==> src/rtl/twiddle_cmul_stage_if.sv <==
// Streaming bundle for the twiddle complex multiplier: operand side (x, w) and result side (y).
// master = upstream/downstream environment, slave = the multiplier stage.
interface twiddle_cmul_stage_if #(
  parameter int DW = 16
);
  logic                 in_valid;
  logic                 in_ready;
  logic signed [DW-1:0] x_re;
  logic signed [DW-1:0] x_im;
  logic signed [DW-1:0] w_re;
  logic signed [DW-1:0] w_im;
  logic                 out_valid;
  logic                 out_ready;
  logic signed [DW-1:0] y_re;
  logic signed [DW-1:0] y_im;

  modport master (
    output in_valid, x_re, x_im, w_re, w_im, out_ready,
    input  in_ready, out_valid, y_re, y_im
  );

  modport slave (
    input  in_valid, x_re, x_im, w_re, w_im, out_ready,
    output in_ready, out_valid, y_re, y_im
  );
endinterface

==> src/rtl/twiddle_cmul_stage.sv <==
// Three-stage pipelined complex multiply y = x * w in Q1.(DW-1) with rounding and sticky overflow flag.
// Define CMUL_SATURATE_EN to clamp out-of-range results; otherwise they wrap to the low DW bits.
module twiddle_cmul_stage #(
  parameter int DW   = 16,
  parameter int FRAC = 15
) (
  input  logic                   clk,
  input  logic                   rst,
  twiddle_cmul_stage_if.slave    bus,
  input  logic                   ovf_clr,
  output logic                   ovf_flag
);

  localparam int PW = 2 * DW;
  localparam int SW = 2 * DW + 1;
  localparam int RW = SW + 1;

  localparam logic signed [RW-1:0] HALF = {{(RW-FRAC){1'b0}}, 1'b1, {(FRAC-1){1'b0}}};
  localparam logic signed [RW-1:0] MAXV = {{(RW-DW+1){1'b0}}, {(DW-1){1'b1}}};
  localparam logic signed [RW-1:0] MINV = {{(RW-DW+1){1'b1}}, {(DW-1){1'b0}}};
  localparam logic signed [DW-1:0] YMAX = {1'b0, {(DW-1){1'b1}}};
  localparam logic signed [DW-1:0] YMIN = {1'b1, {(DW-1){1'b0}}};

  logic                 adv;
  logic                 v1_q, v1_d, v2_q, v2_d, v3_q, v3_d;
  logic signed [PW-1:0] p_ac_q, p_ac_d, p_bd_q, p_bd_d;
  logic signed [PW-1:0] p_ad_q, p_ad_d, p_bc_q, p_bc_d;
  logic signed [SW-1:0] s_re_q, s_re_d, s_im_q, s_im_d;
  logic signed [DW-1:0] y_re_q, y_re_d, y_im_q, y_im_d;
  logic                 ovf_q, ovf_d;

  logic signed [RW-1:0] r_re, r_im;
  logic                 oor_re, oor_im;
  logic signed [DW-1:0] f_re, f_im;

  // One global enable: the whole pipe freezes while a result waits at the output.
  assign adv          = !v3_q || bus.out_ready;
  assign bus.in_ready = adv;
  assign bus.out_valid = v3_q;
  assign bus.y_re     = y_re_q;
  assign bus.y_im     = y_im_q;
  assign ovf_flag     = ovf_q;

  always_comb begin
    r_re   = (RW'(s_re_q) + HALF) >>> FRAC;
    r_im   = (RW'(s_im_q) + HALF) >>> FRAC;
    oor_re = (r_re > MAXV) || (r_re < MINV);
    oor_im = (r_im > MAXV) || (r_im < MINV);
`ifdef CMUL_SATURATE_EN
    f_re = oor_re ? ((r_re < MINV) ? YMIN : YMAX) : r_re[DW-1:0];
    f_im = oor_im ? ((r_im < MINV) ? YMIN : YMAX) : r_im[DW-1:0];
`else
    f_re = r_re[DW-1:0];
    f_im = r_im[DW-1:0];
`endif
  end

  always_comb begin
    v1_d   = v1_q;
    p_ac_d = p_ac_q;
    p_bd_d = p_bd_q;
    p_ad_d = p_ad_q;
    p_bc_d = p_bc_q;
    v2_d   = v2_q;
    s_re_d = s_re_q;
    s_im_d = s_im_q;
    v3_d   = v3_q;
    y_re_d = y_re_q;
    y_im_d = y_im_q;
    if (adv) begin
      v1_d   = bus.in_valid;
      p_ac_d = PW'(bus.x_re) * PW'(bus.w_re);
      p_bd_d = PW'(bus.x_im) * PW'(bus.w_im);
      p_ad_d = PW'(bus.x_re) * PW'(bus.w_im);
      p_bc_d = PW'(bus.x_im) * PW'(bus.w_re);
      v2_d   = v1_q;
      s_re_d = SW'(p_ac_q) - SW'(p_bd_q);
      s_im_d = SW'(p_ad_q) + SW'(p_bc_q);
      v3_d   = v2_q;
      y_re_d = f_re;
      y_im_d = f_im;
    end
  end

  // Overflow set wins over a coincident clear so no event is ever lost.
  always_comb begin
    ovf_d = ovf_q;
    if (ovf_clr) ovf_d = 1'b0;
    if (adv && v2_q && (oor_re || oor_im)) ovf_d = 1'b1;
  end

  always_ff @(posedge clk or posedge rst) begin
    if (rst) begin
      v1_q   <= 1'b0;
      v2_q   <= 1'b0;
      v3_q   <= 1'b0;
      p_ac_q <= '0;
      p_bd_q <= '0;
      p_ad_q <= '0;
      p_bc_q <= '0;
      s_re_q <= '0;
      s_im_q <= '0;
      y_re_q <= '0;
      y_im_q <= '0;
      ovf_q  <= 1'b0;
    end else begin
      v1_q   <= v1_d;
      v2_q   <= v2_d;
      v3_q   <= v3_d;
      p_ac_q <= p_ac_d;
      p_bd_q <= p_bd_d;
      p_ad_q <= p_ad_d;
      p_bc_q <= p_bc_d;
      s_re_q <= s_re_d;
      s_im_q <= s_im_d;
      y_re_q <= y_re_d;
      y_im_q <= y_im_d;
      ovf_q  <= ovf_d;
    end
  end

endmodule

==> src/flat_wrapper.sv <==
// flat-port wrapper written by rule: the top's interface ports become plain ports
module twiddle_cmul_stage_flat 
#(
  parameter int DW   = 16,
  parameter int FRAC = 15
)
  (clk, rst, ovf_clr, ovf_flag, bus_in_valid, bus_x_re, bus_x_im, bus_w_re, bus_w_im, bus_out_ready, bus_in_ready, bus_out_valid, bus_y_re, bus_y_im);
  twiddle_cmul_stage_if #(.DW(DW)) bus_i ();
  input  logic clk;
  input  logic rst;
  input  logic ovf_clr;
  output logic ovf_flag;
  input wire logic [$bits(bus_i.in_valid)-1:0] bus_in_valid;
  input wire logic [$bits(bus_i.x_re)-1:0] bus_x_re;
  input wire logic [$bits(bus_i.x_im)-1:0] bus_x_im;
  input wire logic [$bits(bus_i.w_re)-1:0] bus_w_re;
  input wire logic [$bits(bus_i.w_im)-1:0] bus_w_im;
  input wire logic [$bits(bus_i.out_ready)-1:0] bus_out_ready;
  output wire logic [$bits(bus_i.in_ready)-1:0] bus_in_ready;
  output wire logic [$bits(bus_i.out_valid)-1:0] bus_out_valid;
  output wire logic [$bits(bus_i.y_re)-1:0] bus_y_re;
  output wire logic [$bits(bus_i.y_im)-1:0] bus_y_im;
  assign bus_i.in_valid = bus_in_valid;
  assign bus_i.x_re = bus_x_re;
  assign bus_i.x_im = bus_x_im;
  assign bus_i.w_re = bus_w_re;
  assign bus_i.w_im = bus_w_im;
  assign bus_i.out_ready = bus_out_ready;
  assign bus_in_ready = bus_i.in_ready;
  assign bus_out_valid = bus_i.out_valid;
  assign bus_y_re = bus_i.y_re;
  assign bus_y_im = bus_i.y_im;
  twiddle_cmul_stage #(.DW(DW), .FRAC(FRAC)) u_core (.clk(clk), .rst(rst), .bus(bus_i), .ovf_clr(ovf_clr), .ovf_flag(ovf_flag));
endmodule
==> config.mk <==
export PLATFORM = sky130hd
export DESIGN_NAME = twiddle_cmul_stage_flat
export DESIGN_NICKNAME = d
export VERILOG_FILES = /design/src/rtl/twiddle_cmul_stage_if.sv /design/src/rtl/twiddle_cmul_stage.sv /design/src/flat_wrapper.sv
export SDC_FILE = /design/constraint.sdc
export NUM_CORES = 2
export LEC_CHECK = 0
export CAP_MARGIN = 20
export CORE_ASPECT_RATIO = 1.75
export CORE_MARGIN = 4
export CORE_UTILIZATION = 60
export DETAILED_ROUTE_END_ITERATION = 8
export PLACE_DENSITY = 0.77
export SLEW_MARGIN = 10
export SYNTH_ARGS = -nofsm -noshare
export SYNTH_HDL_FRONTEND = slang
export SYNTH_SLANG_ARGS = --single-unit
==> constraint.sdc <==
create_clock -name clk -period 7.6 [get_ports clk]
set_clock_uncertainty 0.05 [all_clocks]
set_input_delay 1.9 -clock clk [delete_from_list [all_inputs] [get_ports clk]]
set_output_delay 1.9 -clock clk [all_outputs]
set_load 0.005 [all_outputs]
Yosys cells after proc, flatten, opt, wreduce, memory -nomap -nowiden
Index checks and enable logic that the tools add are counted.

operators by class
  multipliers = 4
  $add $sub $neg = 4
  reduce and logical (&&, ||, !) cells = 8
  $lt $le $gt $ge = 4
  muxes and demuxes = 2

operator list
  cell                                                                                count
  16-bit by 16-bit multiplier with 32-bit output                                      4
  33-bit by 16-bit adder with 34-bit output (second input constant)                   2
  19-bit by 16-bit greater-than comparator with 1-bit output (second input constant)  2
  19-bit by 16-bit < comparator with 1-bit output (second input constant)             2
  32-bit by 32-bit adder with 33-bit output                                           1
  32-bit by 32-bit subtractor with 33-bit output                                      1
  1-bit logical OR                                                                    4
  1-bit logical AND                                                                   2
  1-bit two-way mux                                                                   2
  2-bit nonzero test                                                                  1
  1-bit logical NOT                                                                   1

storage, ports and cells
  input bits = 69
  register bits = 230
  logic and storage cells = 34

Longest topological paths before layout
  word-level depth = 6
  gate-level depth with buffers = 25
  mapped depth without buffers = 24

Worst setup path before layout
OpenSTA, ideal clock, no wires.

  kind = in2reg
  start point = in bus_w_im[7]
  end point = reg u_core.p_ad_q[30]
  buffers on the path = 1
  setup time = 131 ps
  data required time = 7,419 ps
  cell stages on the path = 23
  slack = -382 ps
  arrival time = 7,800 ps
  cells stage by stage = clkbuf_1 -> nand2_1 -> fa_1 -> inv_1 -> fa_1 -> inv_1 -> fa_1 -> inv_1 -> fa_1 -> fa_1 -> inv_1 -> fa_1 -> inv_1 -> ha_1 -> a21o_1 -> a21o_1 -> a311o_1 -> a31o_1 -> or4b_4 -> nand3_2 -> nand3b_2 -> and3_1 -> or3_1

between the ends
  word-level cells in the longest chain between the ends = 1

RTL lines
  item                                            line                       text
  start: declaration                              flat_wrapper.sv:17         input wire logic [$bits(bus_i.w_im)-1:0] bus_w_im;
  16-bit by 16-bit multiplier with 32-bit output  twiddle_cmul_stage.sv:74   p_ad_d = PW'(bus.x_re) * PW'(bus.w_im);
  end signal: assignment                          twiddle_cmul_stage.sv:112  p_ad_q <= p_ad_d;
  end: declaration                                twiddle_cmul_stage.sv:27   logic signed [PW-1:0] p_ad_q, p_ad_d, p_bc_q, p_bc_d;

No other way between the ends.
A chain may end at the register's enable or synchronous reset.

Final worst setup path
  start point = in bus_w_re[5]
  end point = reg u_core.p_bc_q[29]

between the ends
  word-level cells in the longest chain between the ends = 1

RTL lines
  item                                            line                       text
  start: declaration                              flat_wrapper.sv:16         input wire logic [$bits(bus_i.w_re)-1:0] bus_w_re;
  16-bit by 16-bit multiplier with 32-bit output  twiddle_cmul_stage.sv:75   p_bc_d = PW'(bus.x_im) * PW'(bus.w_re);
  end signal: assignment                          twiddle_cmul_stage.sv:113  p_bc_q <= p_bc_d;
  end: declaration                                twiddle_cmul_stage.sv:27

No other way between the ends.

==> run summary <==
* **level count of the clock H-tree** 1
* **data required time of the worst path** 8.02 ns
* **final layout net count** 7604
* **class of the most critical setup path** input pin to flop
* **number of max-capacitance violations reported** 0
* **cell type group with the largest total delay on the critical path** adder cells
* **Async SR Flop Fraction** 100.0%
* **largest stage delay on the critical path** 0.63 ns
* **synthesized instance count** 5441
* **ratio of cells with drive above 1 in the final layout** 17.92%
* **fraction of post-synthesis cell area in the top cell type by area** 42.60%
* **number of iterations in the first detailed-routing pass** 8
* **core area** 0.08115 mm^2
* **number of synthesized register bits** 202
* **result of the run** finished with violations
* **Cell Area, Placed** 0.05632 mm^2
* **Cell variety after synth** 73
* **register area share after synthesis** 10.26%
* **final antenna-violating net count** 0
* **most instantiated flip-flop cell in the synthesis netlist** sky130_fd_sc_hd__dfrtp_1
* **unrepaired setup endpoints after global routing** yes
* **crit-path max FO** 10
* **Die Ht** 387.0 um
* **worst-skew pair later-pin latency** 0.56 ns
* **maximum buffer depth of the clock tree** 3
* **via count** 41480
* **net count of the mapped netlist** 6950
* **Initial Util** 60.69%
* **slew of the pin with the lowest slew margin** 0.8961 ns
* **cell taking the most area after synthesis** sky130_fd_sc_hd__fa_1
* **Post-route DRC** 0
* **Clk pin slew, worst setup/hold paths** 0.10 ns
* **fin. max-slew vios** 0
* **Max stage delay cell, worst path** sky130_fd_sc_hd__fa_1
* **design area** 0.05980 mm^2
* **count of endpoints failing setup in the final report** 1
* **# IOs** 104
* **Routed wire per std cell** 22.74 um
* **number of clock sinks** 202
* **count of fill cells added during filler insertion** 5380
* **final period utilization** 101.1%
* **overall die area** 0.08692 mm^2
* **via-per-instance ratio** 5.788
* **kind of start point of the critical path** input pin
* **max_slew headroom** 39.90%
* **horizontal extent of the die** 224.6 um
* **number of standard-cell rows in the floorplan** 138
* **Fmax achieved** 0.1301 GHz
* **Hold/Removal Path Class** flop to flop
* **cell repeated most along the worst path** sky130_fd_sc_hd__fa_1
* **violations in the final reports** negative setup slack
* **Root Buffer Master** sky130_fd_sc_hd__clkbuf_16
* **IO buf count** 103
* **number of enable flip-flop cells after synthesis** 0
* **worst slack at placement** -0.9516 ns
* **total congestion overflow after global routing** 0
* **mean area per synthesized cell** 9.053 um^2
* **cell types with the highest counts after synthesis** sky130_fd_sc_hd__inv_1 (1214), sky130_fd_sc_hd__fa_1 (1048), sky130_fd_sc_hd__nand2_1 (686)
* **number of buffer and inverter stages on the critical path** 10
* **TritonCTS Buffers** 22
* **routed wire length** 162900 um
* **setup ws final** -0.08505 ns
* **endpoints failing hold** 0
* **via count of the first global-routing pass** 44131
* **Synth warnings** 0
* **pin count of the biggest net entering global routing** 176
* **Data arrival, critical path** 8.11 ns
* **cell with the most instances after synthesis** sky130_fd_sc_hd__inv_1
* **number of buffers inserted for hold repair after clock tree synthesis** 0
* **placer congestion estimate** 0.9966
* **HPWL Detailed** 119400 um
* **final sum of negative setup slack** -0.08505 ns
* **Layout area overhead** 21.40%
* **number of antenna violations at the first check in global routing** 6
* **number of DRC markers in iteration 0** 3914
* **minimum clock period after layout** 7.685 ns
* **CTS tree** built
* **CP Capture Type** flop
* **total global routing track utilization** 34.98%
* **post-synthesis cell area** 0.04925 mm^2
* **Area contributors post-synth** sky130_fd_sc_hd__fa_1 (43%), sky130_fd_sc_hd__dfrtp_1 (10%), sky130_fd_sc_hd__ha_1 (10%)
* **global-route wire length before repair** 234600 um
## path summary, 6_finish.rpt
check | from | to | slack, ns | depth (start not counted)
worst max-delay path | bus_w_re[5] | u_core.p_bc_q[29] | -0.09 | 25
worst min-delay path | u_core.p_bd_q[0] | u_core.p_bd_q[0] | 0.42 | 2
worst max register to register | u_core.p_bd_q[1] | u_core.s_re_q[31] | 3.99 | 11
worst min register to register | u_core.p_bd_q[0] | u_core.p_bd_q[0] | 0.42 | 2
max in group asynchronous | rst | u_core.p_bd_q[28] | 4.38 | 3
min in group asynchronous | rst | u_core.p_ac_q[6] | 1.83 | 2
## sequential cells by signal, indices dropped and copies added (netlist names)
register              count
u_core.p_ac_q            32
u_core.p_ad_q            32
u_core.p_bc_q            32
u_core.p_bd_q            32
u_core.s_im_q            19
u_core.s_re_q            19
u_core.bus.y_im          16
u_core.bus.y_re          16
u_core.bus.out_valid      1
u_core.ovf_flag           1
u_core.v1_q               1
u_core.v2_q               1
## timing repair
action | 4_1_cts | 5_1_grt
hold endpoints to repair | 0 | 0
gates resized for setup | 179 | 344
pin swaps | 81 | 183
buffers inserted | 62 | 62
endpoints found under the setup margin | 40 | 50
cloned | 11 | 10
## through the flow
step | cells | util (%) | hold WS (ns)
6_report | 7166 | 73.68 | 0.4220
5_1_grt | 7162 | 73.67 | 0.4475
4_1_cts | 7092 | 71.92 | 0.4219
3_5_place_dp | 6979 | 69.40 | 0.4081
3_3_place_gp | 6979 | 69.40 | 0.3919
2_1_floorplan | 5441 | - | 0.3809
## worst reg2reg max path, delay by kind of cell, from the launching register on
family,cells,cell delay (ns)
and+or+nand+nor,2,0.28
adders and majority gates,1,0.30
DFF,1,0.32
buffers and inverters,1,0.11
AOI/OAI and AO/OA,7,2.40
## layout by cell type (no fill, tap or decap), types with 14 or more instances in the layout
cell type | synthesis | layout
sky130_fd_sc_hd__xor2_1 | 69 | 68
sky130_fd_sc_hd__o21a_1 | 19 | 18
sky130_fd_sc_hd__inv_2 | 0 | 29
sky130_fd_sc_hd__nand4_1 | 18 | 18
sky130_fd_sc_hd__nand3_1 | 39 | 36
sky130_fd_sc_hd__clkbuf_2 | 0 | 22
sky130_fd_sc_hd__nor2_1 | 200 | 191
sky130_fd_sc_hd__nand2_1 | 686 | 673
sky130_fd_sc_hd__ha_1 | 392 | 369
sky130_fd_sc_hd__a21o_1 | 53 | 53
sky130_fd_sc_hd__dfrtp_1 | 202 | 202
sky130_fd_sc_hd__a21oi_1 | 180 | 167
sky130_fd_sc_hd__and3_1 | 22 | 18
sky130_fd_sc_hd__buf_12 | 0 | 77
sky130_fd_sc_hd__xnor2_1 | 117 | 109
sky130_fd_sc_hd__and2_1 | 501 | 475
sky130_fd_sc_hd__o21ai_0 | 159 | 140
sky130_fd_sc_hd__nand2b_1 | 25 | 23
sky130_fd_sc_hd__clkdlybuf4s50_1 | 0 | 41
sky130_fd_sc_hd__fa_2 | 0 | 45
sky130_fd_sc_hd__o211ai_1 | 14 | 14
sky130_fd_sc_hd__fa_1 | 1048 | 1003
sky130_fd_sc_hd__o21bai_1 | 22 | 22
sky130_fd_sc_hd__ha_4 | 0 | 19
sky130_fd_sc_hd__a211oi_1 | 18 | 16
sky130_fd_sc_hd__nor3_1 | 31 | 28
sky130_fd_sc_hd__buf_6 | 0 | 46
sky130_fd_sc_hd__buf_4 | 0 | 630
sky130_fd_sc_hd__clkbuf_16 | 0 | 33
sky130_fd_sc_hd__and2_4 | 0 | 26
sky130_fd_sc_hd__inv_1 | 1214 | 1184
sky130_fd_sc_hd__nor3b_1 | 14 | 14
## routing by layer
metal	part of all wire, %	GRT usage (%)
met1	31	38.18
met2	47	57.41
met3	9.1	6.384
met4	13	31.68
met5	0.025	0
## cells by family (layout without fill, tap and decap cells)
kind of cell / count (synthesis) / after routing / share of synthesized area, %
AND/OR/NAND/NOR: 1582 / 1582 / 15.54
buffers and inverters: 1457 / 2127 / 11.10
adder cells (fa/ha/maj): 1440 / 1440 / 52.55
AO/OA/AOI/OAI: 569 / 569 / 7.133
flip-flops: 202 / 202 / 10.26
XOR/XNOR: 186 / 186 / 3.307
multiplexers: 5 / 5 / 0.1016
other: 0 / 5 / 0
## cell type report
class                      instances  area (um^2)  share of cell area [%]
antenna                            5        12.51                 0.02092
clock buffer                      31        665.6                   1.113
clock inverter                     9        105.1                  0.1758
inverter                        1216         4579                   7.658
multi-input combinational       3782        39830                   66.60
sequential                       202         5055                   8.453
tap                             1050         1314                   2.197
timing repair buffer             871         8239                   13.78
Power is not shown: default switching activity piles up to over one toggle a cycle in this logic, so the estimate is an artifact.
